==> src/rtl/pa_dtu_cdc_hs_src.sv <==
// Source-domain half of the DTU 4-phase req/ack crossing: a 2-entry event FIFO
// feeding a level request (req_lvl + stable req_data) toward the destination synchronizer.
module pa_dtu_cdc_hs_src #(
    parameter int DW     = 32,
    parameter int TO_CYC = 0
) (
    input  logic          clk,
    input  logic          rst_b,
    input  logic          evt_vld,
    input  logic [DW-1:0] evt_data,
    output logic          evt_rdy,
    output logic          req_lvl,
    output logic [DW-1:0] req_data,
    input  logic          ack_sync,
    output logic          busy,
    output logic          ovf_err,
    output logic          to_err,
    input  logic          err_clr
);
    // state | meaning
    // IDLE  | nothing outstanding; launch FIFO head once ack_sync is low
    // REQ   | req_lvl high, waiting for ack_sync (or timeout)
    // REL   | req_lvl low, waiting for ack_sync to fall
    typedef enum logic [1:0] {
        IDLE = 2'd0,
        REQ  = 2'd1,
        REL  = 2'd2
    } state_t;

    localparam int          TO_LAST_I = (TO_CYC == 0) ? 0 : TO_CYC - 1;
    localparam logic [15:0] TO_LAST   = 16'(TO_LAST_I);
    localparam bit          TO_EN     = (TO_CYC != 0);

    state_t        r_state;
    logic [DW-1:0] r_mem [2];
    logic          r_wptr;
    logic          r_rptr;
    logic [1:0]    r_count;
    logic [15:0]   r_to_cnt;
    logic          r_req_lvl;
    logic [DW-1:0] r_req_data;
    logic          r_ovf_err;
    logic          r_to_err;

    logic w_full;
    logic w_empty;
    logic w_push;
    logic w_drop;
    logic w_pop;
    logic w_timeout;

    assign w_full    = (r_count == 2'd2);
    assign w_empty   = (r_count == 2'd0);
    assign w_push    = evt_vld && !w_full;
    // A drop is judged on the pre-pop count, so a simultaneous launch does not save the event.
    assign w_drop    = evt_vld && w_full;
    assign w_pop     = (r_state == IDLE) && !w_empty && !ack_sync;
    assign w_timeout = TO_EN && (r_state == REQ) && !ack_sync && (r_to_cnt == TO_LAST);

    always_ff @(posedge clk or negedge rst_b) begin
        if (!rst_b) begin
            r_mem[0] <= '0;
            r_mem[1] <= '0;
            r_wptr   <= 1'b0;
            r_rptr   <= 1'b0;
            r_count  <= 2'd0;
        end else begin
            if (w_push) begin
                r_mem[r_wptr] <= evt_data;
                r_wptr        <= ~r_wptr;
            end
            if (w_pop) begin
                r_rptr <= ~r_rptr;
            end
            case ({w_push, w_pop})
                2'b10:   r_count <= r_count + 2'd1;
                2'b01:   r_count <= r_count - 2'd1;
                default: r_count <= r_count;
            endcase
        end
    end

    always_ff @(posedge clk or negedge rst_b) begin
        if (!rst_b) begin
            r_state    <= IDLE;
            r_req_lvl  <= 1'b0;
            r_req_data <= '0;
            r_to_cnt   <= 16'd0;
        end else begin
            case (r_state)
                IDLE: begin
                    if (w_pop) begin
                        r_req_data <= r_mem[r_rptr];
                        r_req_lvl  <= 1'b1;
                        r_to_cnt   <= 16'd0;
                        r_state    <= REQ;
                    end
                end
                REQ: begin
                    r_to_cnt <= r_to_cnt + 16'd1;
                    if (ack_sync || w_timeout) begin
                        r_req_lvl <= 1'b0;
                        r_state   <= REL;
                    end
                end
                REL: begin
                    if (!ack_sync) begin
                        r_state <= IDLE;
                    end
                end
                default: begin
                    r_req_lvl <= 1'b0;
                    r_state   <= IDLE;
                end
            endcase
        end
    end

    // Set wins over clear when both happen in the same cycle.
    always_ff @(posedge clk or negedge rst_b) begin
        if (!rst_b) begin
            r_ovf_err <= 1'b0;
            r_to_err  <= 1'b0;
        end else begin
            r_ovf_err <= w_drop | (r_ovf_err & ~err_clr);
            r_to_err  <= w_timeout | (r_to_err & ~err_clr);
        end
    end

    assign evt_rdy  = !w_full;
    assign req_lvl  = r_req_lvl;
    assign req_data = r_req_data;
    assign busy     = (r_state != IDLE) || !w_empty;
    assign ovf_err  = r_ovf_err;
    assign to_err   = r_to_err;

endmodule

==> config.mk <==
export PLATFORM = sky130hd
export DESIGN_NAME = pa_dtu_cdc_hs_src
export DESIGN_NICKNAME = d
export VERILOG_FILES = /design/src/rtl/pa_dtu_cdc_hs_src.sv
export SDC_FILE = /design/constraint.sdc
export NUM_CORES = 1
export LEC_CHECK = 0
export CAP_MARGIN = 20
export CELL_PAD_IN_SITES_DETAIL_PLACEMENT = 1
export CELL_PAD_IN_SITES_GLOBAL_PLACEMENT = 1
export CORE_ASPECT_RATIO = 1.25
export CORE_MARGIN = 2
export CORE_UTILIZATION = 44
export DETAILED_ROUTE_END_ITERATION = 10
export GPL_TIMING_DRIVEN = 0
export PLACE_DENSITY_LB_ADDON = 0.25
export SLEW_MARGIN = 20
export SYNTH_ARGS = -nofsm -noshare
export SYNTH_HDL_FRONTEND = slang
export SYNTH_SLANG_ARGS = --single-unit
==> constraint.sdc <==
create_clock -name clk -period 2.5 [get_ports clk]
set_clock_uncertainty 0.1 [all_clocks]
set_input_delay 0.375 -clock clk [delete_from_list [all_inputs] [get_ports clk]]
set_output_delay 0.375 -clock clk [all_outputs]
set_load 0.1 [all_outputs]
## Word level (Yosys, flattened, before mapping)

Index checks and enable logic that the tools add are counted.

| cells by class | value |
|---|---|
| add/subtract/negate cells | 2 |
| $lt $le $gt $ge | 3 |
| equality and inequality tests | 8 |
| multiplexer cells | 14 |
| bitwise gates (word level) | 9 |
| reduce and logical (&&, ||, !) cells | 16 |

Operators by type and width:

| cell | number |
|---|---|
| $mux 32 | 4 |
| $bwmux 64 | 1 |
| $demux 32 s1 | 1 |
| $eq 2x2->1 const B | 3 |
| $mux 2 | 3 |
| $ne 2x2->1 const B | 3 |
| $pmux 2 s3 | 1 |
| $reduce_and 3->1 | 2 |
| $logic_and 1x1->1 | 5 |
| $eq 2x1->1 const B | 2 |
| $ge 2x2->1 const B | 2 |
| $logic_not 2->1 | 2 |
| $not 1->1 | 4 |
| $not 1->2 | 2 |
| $pmux 2 s2 | 1 |
| $reduce_bool 2->1 | 2 |
| $logic_not 1->1 | 3 |
| $pmux 1 s3 | 1 |
| $add 2x1->2 const B | 1 |
| $and 1x1->1 | 2 |
| $lt 2x1->1 const B | 1 |
| $mux 1 | 2 |
| $reduce_and 2->1 | 1 |
| $sub 2x1->2 const B | 1 |
| other kinds (2) | 2 |

| word-level totals | value |
|---|---|
| register bits | 105 |
| input port bits | 37 |
| output and inout port bits | 37 |
| word-level logic and storage cells | 62 |

## Logic depth before layout (Yosys ltp)

| logic depth | value |
|---|---|
| depth in word-level cells | 6 |
| gate-level depth with buffers | 7 |

## Worst setup path after synthesis

Ideal clock, no wire load.

| timing | value |
|---|---|
| path kind | register to register |
| from | register r_count[1] |
| to | register r_mem[19] in the netlist's numbering |
| library setup time | 128 ps |
| arrival | 1983 ps |
| data required time | 2272 ps |
| setup slack | 289 ps |
| cell stages (with the launch flop) | 6 |
| cell sequence | dfrtp_1 -> nor2b_1 -> inv_1 -> nand3_1 -> buf_4 -> mux2_1 |

| between the ends | value |
|---|---|
| word-level cells in the longest chain between the ends | 3 |

Ends and longest elaborated chain:

| element | RTL line | source |
|---|---|---|
| from (decl) | 38 | `logic [1:0] r_count;` |
| from (signal assigned) | 76 | `2'b10: r_count <= r_count + 2'd1;` |
| from (signal assigned) | 77 | `2'b01: r_count <= r_count - 2'd1;` |
| from (signal assigned) | 78 | `default: r_count <= r_count;` |
| $eq 2x2->1 | 52 | `assign w_full = (r_count == 2'd2);` |
| $logic_not 1->1 | n/a |  |
| named net evt_rdy | 11 | `output logic evt_rdy,` |
| $logic_and 1x1->1 | 54 | `assign w_push = evt_vld && !w_full;` |
| to (signal, indexed assignment) | 69 | `r_mem[r_wptr] <= evt_data;` |
| to (decl) | 35 | `logic [DW-1:0] r_mem [2];` |

The timed path passes the listed nets, and every way through them passes these cells.
A chain may end at the register's enable or synchronous reset.

## Worst setup path in the final report

| timing | value |
|---|---|
| from | register r_count[1] |
| to | output evt_rdy |

| between the ends | value |
|---|---|
| word-level cells in the longest chain between the ends | 2 |

Ends and longest elaborated chain:

| element | RTL line | source |
|---|---|---|
| $eq 2x2->1 | 52 |  |
| $logic_not 1->1 | 130 | `assign evt_rdy = !w_full;` |
| to (decl) | 11 |  |

Every way passes these cells.

==> results summary <==
The most common library cell in the layout ignoring fill and taps is sky130_fd_sc_hd__mux2_2. The wire length after detailed routing is 8.377 mm. The routed via count divided by cell count came out at 5.037. The combined buffer and inverter count along the critical path is 2. After detailed routing, the number of remaining DRC violations is 0. The CTS clock-pin slew for the worst setup and hold paths came out at 70 ps. The min-delay analysis places its worst path in the category register to register. The die outline height is 115.0 µm.

The master of the slowest instance on the critical path is sky130_fd_sc_hd__dlygate4sd2_1. The number of diodes added for antenna fixing is 0. The count of mapped cells out of synthesis came out at 272. In this run the tightest slew margin relative to its limit is 32.75%. Summing over every cut layer, the via total after detailed routing is 2,463. Cells with a size suffix above 1 make up 42.70% of the layout. The number of flops mapped to enable cells by yosys came out at 0.

The register bit total from synthesis is 105. The required arrival time at the worst endpoint is 2030 ps. TritonCTS built the clock tree. The flow ran to the end, and the final reports show no timing, DRC or antenna violations.

The leftover overflow at the end of global routing came out at 0. The signal arrival time at the worst endpoint is 1880 ps. Global routing used 16.94% of the available tracks across all layers. The floorplan die width came out at 92.81 µm.

In the layout the commonest cells are 126 x sky130_fd_sc_hd__mux2_2, 105 x sky130_fd_sc_hd__dfrtp_1, 70 x sky130_fd_sc_hd__clkdlybuf4s50_1, 9 x sky130_fd_sc_hd__clkbuf_16. The count of pins on the block boundary is 74. The sequential area share after synthesis is 60.57%. The total die area is 10,670 µm². At the end of routability-driven placement, the weighted congestion stood at 0.7199. The row count came out at 40. The final setup violation count came out at 0.

The number of max-capacitance violations reported came out at 0. Along the worst path, the maximum fanout reaches 3. The number of levels the H-tree was split into came out at 3. The maximum clock path buffer count is 2. Buffers placed on the I/O ports in this run total 73. The mapped cell area came out at 4338 µm². The final worst-path setup slack came out at 143.8 ps. The hold violation total from the final report came to 0. The category of the critical setup timing path is register to output port. The peak clock frequency supported by timing came out at 0.4244 GHz. The pre-CTS setup slack is -119.1 ps. For the pin with the worst max-slew slack, the measured transition is 1006 ps.

The clock net sink count is 105. The wire length of the first global-routing pass came out at 13.84 mm. The largest net degree at the start of global routing came out at 55. In the synthesized netlist the async set-or-reset flop fraction comes to 100.0%. The per-cell routed wire length is 17.13 µm. The total number of nets in the final design came out at 396.

The post-synthesis area per instance is 15.95 µm². The number of global-route vias before repair came out at 2,744. The count of distinct cell types in the synthesized netlist came out at 21. The initial cell density of the core came out at 45.14%. The length of the first detailed-routing pass in iterations is 3. Setup repair after global routing left no endpoint under its margin. The primary flip-flop cell chosen by synthesis mapping is sky130_fd_sc_hd__dfrtp_1. Subtracting the final worst setup slack from the clock period gives 2356 ps. The endpoint kind of the worst setup timing path is an output port.

The clock reaches the later pin of the worst-skew pair after 340 ps. The final worst-path cycle share is 94.25%. The largest stage delay on the critical path is 860 ps. The worst hold slack is 389.1 ps.

The signal on the critical path passes through nor2b_1, inv_1, dlygate4sd2_1. The family with the most delay on the worst path is buffers and inverters. For this run, the number of Yosys warnings is 0.

The cell sitting at the root of the clock tree is a sky130_fd_sc_hd__clkbuf_16. The number of max-slew violations in the final report is 0. The layout overhead on the synthesized area is 29.59%. The iteration-0 DRC count of the detailed router is 50.

The number of buffers inserted during clock tree synthesis is 9. The count of antenna-violating nets left after detailed routing is 0. The initial antenna violation count came out at 0.

The worst setup path is launched from a register. The number of nets in the synthesized netlist is 310. The core area is 9609 µm².

The detailed-placement wirelength estimate came out at 5.628 mm.
metrics by stage:
step | TNS [ps] | instance area, µm² | instances | util (%)
after CTS | 0 | 5622 | 489 | 58.50
after global routing | 0 | 5622 | 489 | 58.50
after global placement | -315220 | 5226 | 471 | 54.39
final | 0 | 5622 | 489 | 58.50
after floorplan | 0 | 4338 | 272 | -
after detailed placement | -123.6 | 5255 | 472 | 54.69
metal layers:
metal | routed length [µm] | global-route usage [%]
met1 | 3557 | 20.64
met2 | 4307 | 29.23
met3 | 384 | 4.653
met4 | 127 | 5.588
met5 | 0 | 0
final timing paths:
| check | slack [ps] | startpoint | depth (start not counted) | endpoint |
|---|---|---|---|---|
| setup / recovery | 140 | r_count[1] | 3 | evt_rdy |
| hold reg to reg | 390 | req_data[7] | 1 | req_data[7] |
| setup reg to reg | 380 | r_state[1] | 5 | r_count[1] |
| max in group asynchronous | 1230 | rst_b | 3 | r_mem[15] |
| hold / removal | 390 | req_data[7] | 1 | req_data[7] |
| min in group asynchronous | 440 | rst_b | 2 | r_mem[3] |
flip-flops by register name (all words and copies together) (netlist names):
register / flops
r_mem: 64
r_rptr: 1
req_data: 32
r_count: 2
r_state: 2
req_lvl: 1
ovf_err: 1
to_err: 1
r_wptr: 1
cell families (layout without fill, tap and decap cells):
logic type               after synthesis  count (layout)  share of synthesized area, %
AND/OR/NAND/NOR                       12              12                         1.846
flip-flops                           105             105                         60.57
XOR/XNOR                               6               6                         1.212
buffers and inverters                 16             107                         2.279
AO/OA/AOI/OAI                          4               4                        0.5770
adder cells (fa/ha/maj)                1               1                        0.2884
multiplexers                         128             128                         33.23
cell usage after synthesis (all sizes together), types with 2 or more instances:
library cell / number / area, µm²
mux2: 128 / 1441
nor2b: 2 / 12.51
inv: 3 / 11.26
o21ai: 2 / 10.01
dfrtp: 105 / 2628
nand2: 3 / 11.26
buf: 10 / 76.32
clkbuf: 3 / 11.26
nor2: 3 / 11.26
xnor2: 3 / 26.28
xor2: 3 / 26.28
cell type report:
cell class	count	area [µm²]
Clock inverter	6	130.1
Fill cell	916	3988
Clock buffer	10	229.0
Multi-Input combinational cell	151	1612
Sequential cell	105	2628
Timing Repair Buffer	75	767.0
Buffer	13	87.58
Inverter	3	11.26
Tap cell	126	157.7
worst reg2reg max path: stages, from the launching register on:
cell	delay [ps]
sky130_fd_sc_hd__dfrtp_1	450
sky130_fd_sc_hd__nor4_4	680
sky130_fd_sc_hd__buf_6	260
sky130_fd_sc_hd__ha_1	270
sky130_fd_sc_hd__nor2_1	140
sky130_fd_sc_hd__xor2_1	150
repair_timing:
item	4_1_cts	5_1_grt
hold buffers	1	0
hold endpoints to repair	51	0
gates resized for setup	2	0
setup buffers	0	0
setup endpoints to repair	2	0
Power is left out: the tool's default activity adds up to more than one toggle a clock period on the data nets, which glitch-free logic cannot reach.
